<file path="src/rtl/uart_pkg.sv">
// Shared UART definitions: frame state encoding, data width and default bit period.
// Used by both the receive deframer and the transmitter.
package uart_pkg;

    localparam int UART_DATA_W       = 8;
    localparam int UART_CLKS_PER_BIT = 5208;

    typedef enum logic [2:0] {
        IDLE,
        START,
        DATA,
        PARITY,
        STOP
    } uart_state_e;

endpackage

</file>
<file path="src/rtl/uart_rx_deframer_if.sv">
// Write-side FIFO port of the UART receiver: byte, strobes and status.
// The deframer uses the master modport; the downstream FIFO uses the slave.
interface uart_rx_deframer_if;
    import uart_pkg::*;

    logic [UART_DATA_W-1:0] rx_data;
    logic                   rx_valid;
    logic                   frame_err;
    logic                   overrun;
    logic                   busy;
    logic                   rx_full;

    modport master (
        output rx_data,
        output rx_valid,
        output frame_err,
        output overrun,
        output busy,
        input  rx_full
    );

    modport slave (
        input  rx_data,
        input  rx_valid,
        input  frame_err,
        input  overrun,
        input  busy,
        output rx_full
    );

endinterface

</file>
<file path="src/rtl/uart_rxd_sync.sv">
// Two-flop synchroniser for the serial line plus a delayed copy for edge detection.
// rxd_valid rises once the chain holds real line samples rather than reset ones.
module uart_rxd_sync (
    input  logic clk,
    input  logic rst_n,
    input  logic rxd_async,
    output logic rxd_s,
    output logic rxd_d,
    output logic rxd_valid
);

    logic       meta_q, meta_d;
    logic       sync_q, sync_d;
    logic       dly_q,  dly_d;
    logic [1:0] fill_q, fill_d;

    always_comb begin
        meta_d = rxd_async;
        sync_d = meta_q;
        dly_d  = sync_q;
        fill_d = {fill_q[0], 1'b1};
    end

    always_ff @(posedge clk) begin
        if (!rst_n) begin
            meta_q <= 1'b1;
            sync_q <= 1'b1;
            dly_q  <= 1'b1;
            fill_q <= 2'b00;
        end else begin
            meta_q <= meta_d;
            sync_q <= sync_d;
            dly_q  <= dly_d;
            fill_q <= fill_d;
        end
    end

    assign rxd_s     = sync_q;
    assign rxd_d     = dly_q;
    assign rxd_valid = fill_q[1];

endmodule

</file>
<file path="src/rtl/uart_rx_deframer.sv">
// UART receive deframer: start-bit validation, mid-bit sampling, stop check, FIFO strobe.
// Define UART_RX_PARITY_EN for 8-bit + parity frames; default build is 8N1.
module uart_rx_deframer
    import uart_pkg::*;
#(
    parameter int CLKS_PER_BIT = UART_CLKS_PER_BIT,
    parameter bit PARITY_ODD   = 1'b0
) (
    input  logic               clk,
    input  logic               rst_n,
    input  logic               uart_rxd,
    uart_rx_deframer_if.master fifo
);

    localparam int                CNT_W    = $clog2(CLKS_PER_BIT);
    localparam logic [CNT_W-1:0]  CNT_HALF = CNT_W'(CLKS_PER_BIT / 2);
    localparam logic [CNT_W-1:0]  CNT_LAST = CNT_W'(CLKS_PER_BIT - 1);

    logic rxd_s, rxd_d, rxd_valid;

    uart_rxd_sync u_sync (
        .clk       (clk),
        .rst_n     (rst_n),
        .rxd_async (uart_rxd),
        .rxd_s     (rxd_s),
        .rxd_d     (rxd_d),
        .rxd_valid (rxd_valid)
    );

    uart_state_e            state_q, state_d;
    logic [CNT_W-1:0]       cnt_q, cnt_d;
    logic [2:0]             idx_q, idx_d;
    logic [UART_DATA_W-1:0] shift_q, shift_d;
    logic                   armed_q, armed_d;
    logic [UART_DATA_W-1:0] rx_data_q, rx_data_d;
    logic                   rx_valid_q, rx_valid_d;
    logic                   frame_err_q, frame_err_d;
    logic                   overrun_q, overrun_d;
    logic                   busy_q, busy_d;
    logic                   par_ok;

`ifdef UART_RX_PARITY_EN
    logic                   par_q, par_d;
    assign par_ok = ((^shift_q) ^ par_q) == PARITY_ODD;
`else
    logic                   unused_parity_odd;
    assign unused_parity_odd = PARITY_ODD;
    assign par_ok            = 1'b1;
`endif

    // Start detection needs a genuine high line first, so a line stuck low out of reset is ignored.
    always_comb begin
        state_d     = state_q;
        cnt_d       = cnt_q;
        idx_d       = idx_q;
        shift_d     = shift_q;
        armed_d     = armed_q | (rxd_valid & rxd_s);
        rx_data_d   = rx_data_q;
        rx_valid_d  = 1'b0;
        frame_err_d = 1'b0;
        overrun_d   = 1'b0;
`ifdef UART_RX_PARITY_EN
        par_d       = par_q;
`endif
        case (state_q)
            IDLE: begin
                cnt_d = '0;
                if (armed_q && rxd_d && !rxd_s) begin
                    state_d = START;
                end
            end
            START: begin
                if (cnt_q == CNT_HALF) begin
                    cnt_d   = '0;
                    idx_d   = 3'd0;
                    state_d = rxd_s ? IDLE : DATA;
                end else begin
                    cnt_d = cnt_q + 1'b1;
                end
            end
            DATA: begin
                if (cnt_q == CNT_LAST) begin
                    cnt_d   = '0;
                    shift_d = {rxd_s, shift_q[UART_DATA_W-1:1]};
                    idx_d   = idx_q + 3'd1;
                    if (idx_q == 3'd7) begin
`ifdef UART_RX_PARITY_EN
                        state_d = PARITY;
`else
                        state_d = STOP;
`endif
                    end
                end else begin
                    cnt_d = cnt_q + 1'b1;
                end
            end
`ifdef UART_RX_PARITY_EN
            PARITY: begin
                if (cnt_q == CNT_LAST) begin
                    cnt_d   = '0;
                    par_d   = rxd_s;
                    state_d = STOP;
                end else begin
                    cnt_d = cnt_q + 1'b1;
                end
            end
`endif
            // Leave mid stop bit so a back-to-back start edge is still seen.
            STOP: begin
                if (cnt_q == CNT_LAST) begin
                    cnt_d   = '0;
                    state_d = IDLE;
                    if (!rxd_s || !par_ok) begin
                        frame_err_d = 1'b1;
                    end else if (fifo.rx_full) begin
                        overrun_d = 1'b1;
                    end else begin
                        rx_data_d  = shift_q;
                        rx_valid_d = 1'b1;
                    end
                end else begin
                    cnt_d = cnt_q + 1'b1;
                end
            end
            default: begin
                state_d = IDLE;
                cnt_d   = '0;
            end
        endcase
        busy_d = (state_d != IDLE);
    end

    always_ff @(posedge clk) begin
        if (!rst_n) begin
            state_q     <= IDLE;
            cnt_q       <= '0;
            idx_q       <= 3'd0;
            shift_q     <= '0;
            armed_q     <= 1'b0;
            rx_data_q   <= '0;
            rx_valid_q  <= 1'b0;
            frame_err_q <= 1'b0;
            overrun_q   <= 1'b0;
            busy_q      <= 1'b0;
`ifdef UART_RX_PARITY_EN
            par_q       <= 1'b0;
`endif
        end else begin
            state_q     <= state_d;
            cnt_q       <= cnt_d;
            idx_q       <= idx_d;
            shift_q     <= shift_d;
            armed_q     <= armed_d;
            rx_data_q   <= rx_data_d;
            rx_valid_q  <= rx_valid_d;
            frame_err_q <= frame_err_d;
            overrun_q   <= overrun_d;
            busy_q      <= busy_d;
`ifdef UART_RX_PARITY_EN
            par_q       <= par_d;
`endif
        end
    end

    assign fifo.rx_data   = rx_data_q;
    assign fifo.rx_valid  = rx_valid_q;
    assign fifo.frame_err = frame_err_q;
    assign fifo.overrun   = overrun_q;
    assign fifo.busy      = busy_q;

endmodule

</file>
<file path="src/flat_wrapper.sv">
// flat-port wrapper written by rule: the top's interface ports become plain ports
module uart_rx_deframer_flat import uart_pkg::*;
#(
    parameter int CLKS_PER_BIT = UART_CLKS_PER_BIT,
    parameter bit PARITY_ODD   = 1'b0
)
  (clk, rst_n, uart_rxd, fifo_rx_data, fifo_rx_valid, fifo_frame_err, fifo_overrun, fifo_busy, fifo_rx_full);
  uart_rx_deframer_if fifo_i ();
  input  logic clk;
  input  logic rst_n;
  input  logic uart_rxd;
  output wire logic [$bits(fifo_i.rx_data)-1:0] fifo_rx_data;
  output wire logic [$bits(fifo_i.rx_valid)-1:0] fifo_rx_valid;
  output wire logic [$bits(fifo_i.frame_err)-1:0] fifo_frame_err;
  output wire logic [$bits(fifo_i.overrun)-1:0] fifo_overrun;
  output wire logic [$bits(fifo_i.busy)-1:0] fifo_busy;
  input wire logic [$bits(fifo_i.rx_full)-1:0] fifo_rx_full;
  assign fifo_rx_data = fifo_i.rx_data;
  assign fifo_rx_valid = fifo_i.rx_valid;
  assign fifo_frame_err = fifo_i.frame_err;
  assign fifo_overrun = fifo_i.overrun;
  assign fifo_busy = fifo_i.busy;
  assign fifo_i.rx_full = fifo_rx_full;
  uart_rx_deframer #(.CLKS_PER_BIT(CLKS_PER_BIT), .PARITY_ODD(PARITY_ODD)) u_core (.clk(clk), .rst_n(rst_n), .uart_rxd(uart_rxd), .fifo(fifo_i));
endmodule
</file>
<file path="config.mk">
export PLATFORM = sky130hd
export DESIGN_NAME = uart_rx_deframer_flat
export DESIGN_NICKNAME = d
export VERILOG_FILES = /design/src/rtl/uart_pkg.sv /design/src/rtl/uart_rx_deframer_if.sv /design/src/rtl/uart_rxd_sync.sv /design/src/rtl/uart_rx_deframer.sv /design/src/flat_wrapper.sv
export SDC_FILE = /design/constraint.sdc
export NUM_CORES = 1
export LEC_CHECK = 0
export CORE_MARGIN = 3
export CORE_UTILIZATION = 35
export CTS_CLUSTER_SIZE = 20
export DETAILED_ROUTE_END_ITERATION = 10
export PLACE_DENSITY_LB_ADDON = 0.2
export SLEW_MARGIN = 20
export SYNTH_ARGS = -nofsm -noshare
export SYNTH_HDL_FRONTEND = slang
export SYNTH_SLANG_ARGS = --single-unit
export TNS_END_PERCENT = 100
</file>
<file path="constraint.sdc">
create_clock -name clk -period 1.9 [get_ports clk]
set_clock_uncertainty 0.2 [all_clocks]
set_input_delay 0.38 -clock clk [delete_from_list [all_inputs] [get_ports clk]]
set_output_delay 0.38 -clock clk [all_outputs]
set_load 0.01 [all_outputs]
</file>
==> insert_results.sql <==
INSERT INTO impl_metrics (metric_group, metric, value, unit) VALUES
('power_and_ir_drop', 'power_per_cell_area', '661', 'mW/mm^2'),
('logic_synthesis', 'syn_inst', '218', ''),
('floorplan', 'floorplan.die_area', '0.00660', 'mm^2'),
('cells_and_area', 'area_growth_syn_to_layout', '22.4', '%'),
('floorplan', 'placeableCoreArea', '0.00530', 'mm^2'),
('placed_design', 'placed_cells', '305', ''),
('cts', 'cts-buffers-inserted', '5', ''),
('placed_design', 'placement.io_buffers', '15', ''),
('logic_synthesis', 'synth_edf_count', '0', ''),
('cts', 'worst_setup_hold_path_clk_slew', '0.09', 'ns'),
('power_and_ir_drop', 'totalPowerFinal', '1.60', 'mW'),
('cts', 'htreeDepth', '2', ''),
('route', 'drt_pre_antenna_iters', '4', ''),
('floorplan', 'start_util', '37.4', '%'),
('cells_and_area', 'design.final.nets', '252', ''),
('cts', 'hold_buffers', '0', ''),
('placed_design', 'dpl_cell_area', '0.00226', 'mm^2'),
('logic_synthesis', 'synth-warning-count', '0', ''),
('route', 'route.antenna.remaining_nets', '0', ''),
('cells_and_area', 'antenna_cells', '0', ''),
('cells_and_area', 'fillcell_total', '518', ''),
('logic_synthesis', 'mappedNetlistArea', '0.00198', 'mm^2'),
('worst_setup_path', 'crit_type', 'reg2reg', ''),
('cells_and_area', 'postLayoutCoreUtil', '45.8', '%'),
('worst_setup_path', 'worst_ep_arrival_time', '1.84', 'ns'),
('route', 'totalWireLength', '3920', 'um'),
('floorplan', 'count_of_boundary_i_o_pins', '16', ''),
('timing', 'tns', '0', 'ns'),
('timing', 'final_setup_vio_count', '0', ''),
('floorplan', 'row_count', '26', ''),
('logic_synthesis', 'synth.lib_cells_used.distinct', '42', ''),
('route', 'vias', '1540', ''),
('timing', 'hold_ws', '0.209', 'ns'),
('grt', 'grt_pass1_wl', '6770', 'um'),
('logic_synthesis', 'ys_ff_latch', '45', ''),
('cells_and_area', 'finish.cell_count_without_fillers', '315', ''),
('logic_synthesis', 'synthTopCellsByArea', 'dfxtp_1, nand3_1, a21boi_1', ''),
('power_and_ir_drop', 'leakagePower', '0.792', 'nW'),
('cts', 'cts.path.max_buffers', '2', ''),
('cells_and_area', 'finish.instance_area', '0.00243', 'mm^2'),
('timing', 'worst_case_setup_margin_in_the_final_layout', '0.0887', 'ns'),
('logic_synthesis', 'synthFlopType', 'dfxtp_1', ''),
('logic_synthesis', 'synth_area_per_cell', '9.09', 'um^2'),
('logic_synthesis', 'netlist.area_leader.share', '45.5', '%'),
('cts', 'cts.root.buffer_cell', 'clkbuf_8', ''),
('timing', 'max_clock_freq', '0.552', 'GHz'),
('worst_setup_path', 'critical_path.max_fanout', '5', ''),
('status', 'status', 'completed', ''),
('cts', 'tritoncts', 'yes', ''),
('logic_synthesis', 'synth_fp_nets', '226', ''),
('route', 'vias_per_cell', '4.89', ''),
('logic_synthesis', 'yosys.cell_count.top_type', 'dfxtp_1', ''),
('placed_design', 'dp_slack', '0.0752', 'ns'),
('route', 'drt_iter0_markers', '61', ''),
('grt', 'grt_use_total', '13.4', '%'),
('logic_synthesis', 'yosys.area.top_type', 'dfxtp_1', ''),
('cts', 'worstSkewPairLatency', '0.30', 'ns'),
('grt', 'grt_start_max_net_pins', '31', ''),
('logic_synthesis', 'postSynth.asyncResetShare', '0', '%'),
('floorplan', 'die_height', '81.3', 'um'),
('timing', 'finalHoldViolations', '0', ''),
('grt', 'grt_pass1_vias', '1428', ''),
('timing', 'post-route-min-period', '1.81', 'ns'),
('route', 'wl_per_cell', '12.4', 'um'),
('run', 'cap_viol_max_count', '0', ''),
('route', 'number_of_remaining_drc_errors', '0', ''),
('hold_path', 'holdCritPathClass', 'reg2reg', ''),
('timing', 'worst-slew-pin-transition', '0.458', 'ns'),
('floorplan', 'die-width', '81.3', 'um'),
('cts', 'cts.sink_count', '45', ''),
('timing', 'relSlewSlack', '69.2', '%'),
('placed_design', 'detail_placement_hpwl', '2650', 'um'),
('worst_setup_path', 'start_kind', 'register', ''),
('power_and_ir_drop', 'peakVddDrop', '0.000312', 'V'),
('worst_setup_path', 'worst_ep_required_time', '1.93', 'ns'),
('timing', 'fin_crit_sh', '95.3', '%'),
('grt', 'initial_antenna_violation_count', '0', ''),
('grt', 'global_route.overflow_total', '0', ''),
('worst_setup_path', 'crit_path_end_kind', 'register', ''),
('timing', 'slew_viol_final', '0', ''),
('logic_synthesis', 'synth_commonest_cells', 'dfxtp_1, nand3_1, nand2_1', ''),
('logic_synthesis', 'seq_area_frac_synth', '45.5', '%'),
('placed_design', 'placer_s_final_routability_congestion_estimate', '0.731', ''),
('cells_and_area', 'final_layout_size_suffix_gt1_share', '15.9', '%');
[cell families after synthesis]
kind of cell | after synthesis | synth area share (%)
flops | 45 | 45.5
simple gates | 100 | 29.3
buf+inv | 17 | 5.30
fa+ha+maj | 4 | 2.53
compound gates | 43 | 13.4
xor+xnor | 9 | 3.98
[power breakdown]
group,leakage [nW],switching (mW),internal [mW],total (mW)
logic,0.382,0.0182,0.0227,0.0409
registers,0.365,0.00457,0.949,0.954
clock network,0.0447,0.344,0.266,0.609
total,0.792,0.367,1.24,1.60
[worst max-delay path: stages, from the launching register on]
cell,delay [ns]
dfxtp_2,0.34
buf_4,0.15
inv_1,0.05
ha_1,0.15
and4bb_2,0.26
nand4_1,0.14
or2_2,0.31
a21oi_1,0.14
[final cells by class]
cell class	instances	area (um^2)	area share, %
Multi-Input combinational cell	156	1010	41.5
Sequential cell	45	903	37.2
Timing Repair Buffer	31	317	13.0
Tap cell	70	87.6	3.61
Clock buffer	5	68.8	2.84
Clock inverter	3	25.0	1.03
Inverter	5	18.8	0.774
[registers in the layout, indices dropped and copies added (netlist names)]
register / cells
u_core.cnt_q: 13
u_core.fifo.rx_data: 8
u_core.shift_q: 8
u_core.idx_q: 3
u_core.state_q: 3
u_core.u_sync.fill_q: 2
u_core.armed_q: 1
u_core.fifo.busy: 1
u_core.fifo.frame_err: 1
u_core.fifo.overrun: 1
u_core.fifo.rx_valid: 1
u_core.u_sync.meta_q: 1
u_core.u_sync.rxd_d: 1
u_core.u_sync.rxd_s: 1
[what timing repair did]
| item | in CTS | in global routing |
|---|---|---|
| endpoints found under the setup margin | 0 | 15 |
| buffers inserted | 0 | 1 |
| gates resized for setup | 0 | 10 |
[final timing paths]
check,from,slack (ns),end,depth (start not counted)
max,u_core.cnt_q[0]$_SDFF_PN0_,0.09,u_core.state_q[1]$_SDFF_PN0_,7
min,u_core.u_sync.meta_q$_SDFF_PN1_,0.21,u_core.u_sync.rxd_s$_SDFF_PN1_,1
max reg2reg,u_core.cnt_q[0]$_SDFF_PN0_,0.09,u_core.state_q[1]$_SDFF_PN0_,7
min reg2reg,u_core.u_sync.meta_q$_SDFF_PN1_,0.21,u_core.u_sync.rxd_s$_SDFF_PN1_,1
[routing by layer]
layer  part of all wire (%)  global-route usage [%]  wire (um)  vias to the layer above
li1                       -                       -          -                      815
met1                     49                    17.3       1940                      695
met3                    3.2                    3.66        124                        7
met4                    2.3                    7.09         91                        0
met5                      0                       0          0                        -
met2                     45                    20.2       1760                       23
[layout by cell type (no fill, tap or decap), drive strengths merged, types with 2 or more instances in the layout]
cell	Yosys	layout
a21boi	16	16
a21oi	7	7
a31oi	2	2
and3	3	3
and4bb	4	4
buf	9	15
clkbuf	3	6
clkdlybuf4s50	0	15
dfxtp	45	45
ha	4	4
inv	5	6
nand2	19	19
nand2b	3	3
nand3	23	23
nand4	8	8
nor2	18	18
nor3	4	4
nor3b	4	4
o21ai	15	15
or2	2	2
or3	2	2
or3b	3	3
xnor2	8	8
No activity file was read; power rests on OpenSTA's default activity.
==> variant 1 (same flow settings) <==
Build with the macro `UART_RX_PARITY_EN` defined.
--- a/src/rtl/uart_rx_deframer.sv
+++ b/src/rtl/uart_rx_deframer.sv
@@ -1,5 +1,7 @@
 // UART receive deframer: start-bit validation, mid-bit sampling, stop check, FIFO strobe.
 // Define UART_RX_PARITY_EN for 8-bit + parity frames; default build is 8N1.
+`define UART_RX_PARITY_EN
+
 module uart_rx_deframer
     import uart_pkg::*;
 #(
Function: no difference found for any inputs over 10 cycles, from zero or initial values and one cycle with rst_n low; that may be too few to reach the edited logic, so the function may still have changed.
==> variant 1 against the unedited design <==
  * The run now ends with setup timing left
  * Clock power grew 21%
  * Sequential share of layout area shrank 3.5 points
  * Area after synthesis grew 3.4%
  * Worst setup slack lost 0.11 ns
  * Critical endpoint is now u_core.fifo.rx_data[5]$_SDFFE_PN0P_
  * Non-clock buffer count grew 7
  * Final cell count grew 4.4%
  * Design area grew 14%
  * Largest power group unchanged
  * Total power grew 9.0%
  * Via count grew 4.0%
  * Sequential cell count grew 1
  * Count of clock-buffer cells in the layout is the same
  * Hold slack gained 0.0089 ns
  * Routed wire length grew 7.0%
==> variant 1: results (changes against the unedited design) <==
outcome=complete, but fails checks (was completed); failing checks=setup timing; via count=1602 (was 1540); Worst EP arrival=1.91 ns (was 1.84 ns); clk slew on worst S/H paths=around 0.10 ns; Worst path max stage delay=0.56 ns (was 0.34 ns); DP HPWL=2944 µm (was 2650 µm); LEAKAGE=0.9419 nW (was 0.7916 nW); WL/cell=12.75 µm (was 12.44 µm); Cell variety after synth=42 (unchanged); routed wire length=4194 µm (was 3918 µm); Crit-path slowest cell=xnor3_2 (was dfxtp_2); Detailed Route Iter0 Violations=30 (was 61); Worst VDD drop=0.3023 mV (was 0.3117 mV); GRT met1 Usage=18.24% (was 17.33%); Final setup viols=3 (was 0); Synth top cells by count=46 x dfxtp_1, 30 x nor2_1, 17 x a21oi_1 (was 45 x dfxtp_1, 23 x nand3_1, 19 x nand2_1); slew margin rel.=75.30% (was 69.17%); first-pass GRT wire length=7141 µm (was 6768 µm); GPL Wtd Cong=0.7549 (was 0.7314); maximum number of pins on one net before global-route repair=23 (was 31); cells after synthesis=220 (was 218); CP max FO=8 (was 5); M3 GR Usage=3.796% (was 3.659%); port buffer count=15 (unchanged); largest reg by FF count=u_core.cnt_q (unchanged); sequential fraction of the synthesis area=44.93% (was 45.45%); WHS Path Cells=1 (unchanged); reg2reg path depth=5 (was 7); Total Routing Usage GR=13.56% (was 13.39%); Synth area leaders=dfxtp_1 45%, nor2_1 5.5%, a21oi_1 4.2% (was dfxtp_1 45%, nand3_1 5.8%, a21boi_1 5.3%); setup TNS=-0.02946 ns (was 0 ns); setup ws final=-0.01790 ns (was 0.08867 ns); Placed Instance Area=2447 µm² (was 2263 µm²); met2 global-route usage=20.35% (was 20.20%); # nets final=264 (was 252); Diodes inserted=0 (unchanged); Largest delay share family, worst path=XOR/XNOR gates (was simple AND/OR/NAND/NOR gates); CTS root buf=clkbuf_8 (unchanged); Post-Syn Nets=228 (was 226); Setup Buffers After CTS=0 (unchanged); share of layout cells above drive strength 1=27.63% (was 15.92%); vias in the first global route=1542 (was 1428); Cells after DPL=320 (was 305)
## variant 1: cell type report
cell class                      count  area [µm²]
Fill cell                         519        2799
Clock buffer                        5       68.82
Tap cell                           72       90.09
Timing Repair Buffer               38       346.6
Clock inverter                      3       45.04
Multi-Input combinational cell    159        1266
Inverter                            6       22.52
Sequential cell                    46       935.9
## variant 1: metrics by stage
stage          worst slack [ns]  hold slack [ns]
6_report               -0.01790           0.2184
4_1_cts               -0.004648           0.2270
3_5_place_dp           -0.05271           0.2050
3_3_place_gp           -0.04822           0.2090
5_1_grt                -0.08784           0.2427
2_1_floorplan          0.003165           0.1863
## variant 1: report_power, final
part | internal (W) | switching (W)
registers | 0.000968 | 0.00000355
clock network | 0.000392 | 0.000342
logic | 0.0000177 | 0.0000261
## variant 1: cell families (layout without fill, tap and decap cells)
group	count (synthesis)	in the layout	synth area share, %
adders and majority gates	4	4	2.442
DFF	46	46	44.93
buffers and inverters	16	52	3.601
xor gates and xnor gates	19	20	10.50
muxes	8	8	3.907
AOI/OAI and AO/OA	32	32	9.463
and+or+nand+nor	95	95	25.15
## variant 1: routing by layer
layer / wire length (µm) / share of wire, %
met5: 0 / 0
met4: 63 / 1.5
met3: 134 / 3.2
met2: 1914 / 46
met1: 2083 / 50
## variant 1: what timing repair did
item	in CTS	in global routing
pin swaps	13	13
resized for setup	7	34
setup endpoints to repair	32	38
cloned	0	1
## variant 1: worst reg2reg max path, cell delays in order, from the launching register on
cell	delay, ns
dfxtp_2	0.34
xor2_1	0.15
xnor3_2	0.56
xor2_4	0.24
o31ai_1	0.23
a21oi_1	0.09
## variant 1: path summary, 6_finish.rpt
path	end	startpoint	slack (ns)
worst max register to register	u_core.fifo.rx_data[5]$_SDFFE_PN0P_	u_core.shift_q[7]$_SDFFE_PN0P_	-0.02
worst min-delay path	u_core.u_sync.rxd_s$_SDFF_PN1_	u_core.u_sync.meta_q$_SDFF_PN1_	0.22
worst min register to register	u_core.u_sync.rxd_s$_SDFF_PN1_	u_core.u_sync.meta_q$_SDFF_PN1_	0.22
worst max-delay path	u_core.fifo.rx_data[5]$_SDFFE_PN0P_	u_core.shift_q[7]$_SDFFE_PN0P_	-0.02
==> variant 2 (same settings) <==
Without the edit above. Register the input `uart_rxd` before use, with the module's reset. The logic sees it one clock later. The other inputs are not delayed to match.
--- a/src/rtl/uart_rx_deframer.sv
+++ b/src/rtl/uart_rx_deframer.sv
@@ -16,12 +16,22 @@
     localparam logic [CNT_W-1:0]  CNT_HALF = CNT_W'(CLKS_PER_BIT / 2);
     localparam logic [CNT_W-1:0]  CNT_LAST = CNT_W'(CLKS_PER_BIT - 1);
 
+    logic uart_rxd_q;
+
+    always_ff @(posedge clk) begin
+        if (!rst_n) begin
+            uart_rxd_q <= '0;
+        end else begin
+            uart_rxd_q <= uart_rxd;
+        end
+    end
+
     logic rxd_s, rxd_d, rxd_valid;
 
     uart_rxd_sync u_sync (
         .clk       (clk),
         .rst_n     (rst_n),
-        .rxd_async (uart_rxd),
+        .rxd_async (uart_rxd_q),
         .rxd_s     (rxd_s),
         .rxd_d     (rxd_d),
         .rxd_valid (rxd_valid)
Check against the original RTL: not equivalent (Yosys sat finds a counterexample within 10 cycles, from zero or initial values and one cycle with rst_n low).
==> variant 2 against the unedited design <==
  * Sequential cell count grew 1
  * Design area shrank 1.3%
  * Worst setup slack gained 0.061 ns
  * Area after synthesis grew 0.95%
  * Total power grew 8.9%
  * Via count grew 0.52%
  * Routed wire length shrank 3.7%
  * Highest routed layer unchanged
==> variant 2: results (changes against the unedited design) <==
r2r setup slk=0.15 ns (was 0.09 ns); Detail Route met3 WL=153 µm (was 124 µm); maximum number of pins on one net before global-route repair=32 (was 31); outcome=completed (unchanged); Via density=4.962 (was 4.889); met2 global-route usage=20.20% (about the same); Diodes inserted=0 (unchanged); routed wire length=3772 µm (was 3918 µm); DP HPWL=2595 µm (was 2650 µm); clk cell area share=4.757% (was 3.868%); sequential fraction of the synthesis area=46.03% (was 45.45%); Synth Flop Type=dfxtp_1 (unchanged); Non-Clock Buffer Area Fraction=11.08% (was 13.05%); pre-CTS setup slack=0.09879 ns (was 0.07523 ns); hold slack=0.2078 ns (was 0.2094 ns); Logic inverters=5 (unchanged); Post-Syn Nets=227 (was 226); r2r endpoint=u_core.state_q[1]$_SDFF_PN0_ (unchanged); first-pass GRT wire length=6679 µm (was 6768 µm); M3 GR Usage=3.618% (was 3.659%); Detailed Route Iter0 Violations=107 (was 61); slew margin rel.=73.04% (was 69.17%); GRT met1 Usage=16.49% (was 17.33%); Hold Path Sink=u_core.u_sync.meta_q$_SDFF_PN1_ (was u_core.u_sync.rxd_s$_SDFF_PN1_); Worst VDD drop=0.3469 mV (was 0.3117 mV); Cells after DPL=304 (was 305); Total Routing Usage GR=12.93% (was 13.39%); met1 wire length=1952 µm (was 1938 µm); Synth area leaders=dfxtp_1 46%, nand3_1 5.8%, a21boi_1 5.3% (was dfxtp_1 45%, nand3_1 5.8%, a21boi_1 5.3%); worst reg2reg path startpoint=u_core.cnt_q[1]$_SDFF_PN0_ (was u_core.cnt_q[0]$_SDFF_PN0_); GPL Wtd Cong=0.7639 (was 0.7314); register area=922.1 µm² (was 903.4 µm²); CP max FO=4 (was 5); Worst EP arrival=1.78 ns (was 1.84 ns); # nets final=249 (was 252); met2 WL=1593 µm (was 1764 µm); hold_sp=u_core.uart_rxd_q$_SDFF_PN0_ (was u_core.u_sync.meta_q$_SDFF_PN1_); WL/cell=12.09 µm (was 12.44 µm); Signal buffers=27 (was 31); # fillers=533 (was 518); Sink Count=46 (was 45); Setup Buffers After CTS=0 (unchanged); Placed Instance Area=2273 µm² (was 2263 µm²); kind of critical path=reg2reg (unchanged); Synth top cells by count=46 x dfxtp_1, 23 x nand3_1, 19 x nor2_1 (was 45 x dfxtp_1, 23 x nand3_1, 19 x nand2_1); Cell variety after synth=42 (unchanged); first-pass detailed-route iteration total=4 (unchanged); vias in the first global route=1476 (was 1428); LEAKAGE=0.7924 nW (was 0.7916 nW); PD cells=730.0 nW/µm² (was 661.3 nW/µm²); fin crit period=1.750 ns (was 1.811 ns); share of layout cells above drive strength 1=12.40% (was 15.92%); cells after synthesis=219 (was 218)
==> variant 2: logic make-up (layout without fill, tap and decap cells) <==
kind of cell / count (synthesis) / after routing / share of synthesized area [%]
and+or+nand+nor: 101 / 101 / 29.33
adders and majority gates: 4 / 4 / 2.502
DFF: 46 / 46 / 46.03
xor gates and xnor gates: 10 / 10 / 4.378
AOI/OAI and AO/OA: 41 / 41 / 12.82
buffers and inverters: 17 / 40 / 4.940
==> variant 2: repair_timing <==
item	CTS	global route
resized for setup	0	3
endpoints found under the setup margin	0	7
hold buffers	0	0
==> variant 2: worst max-delay path: stages, from the launching register on <==
cell and delay, ns:
dfxtp_1 0.33, buf_4 0.14, inv_1 0.05, ha_1 0.13, and4bb_2 0.26, nand4_1 0.13
or2_2 0.31, a21oi_1 0.13
==> variant 2: where the power goes <==
| part | switching, W | internal [W] | total, W |
|---|---|---|---|
| clock | 0.000335 | 0.000391 | 0.000726 |
| combinational | 0.0000185 | 0.0000236 | 0.0000421 |
| sequential | 0.00000667 | 0.000973 | 0.000979 |
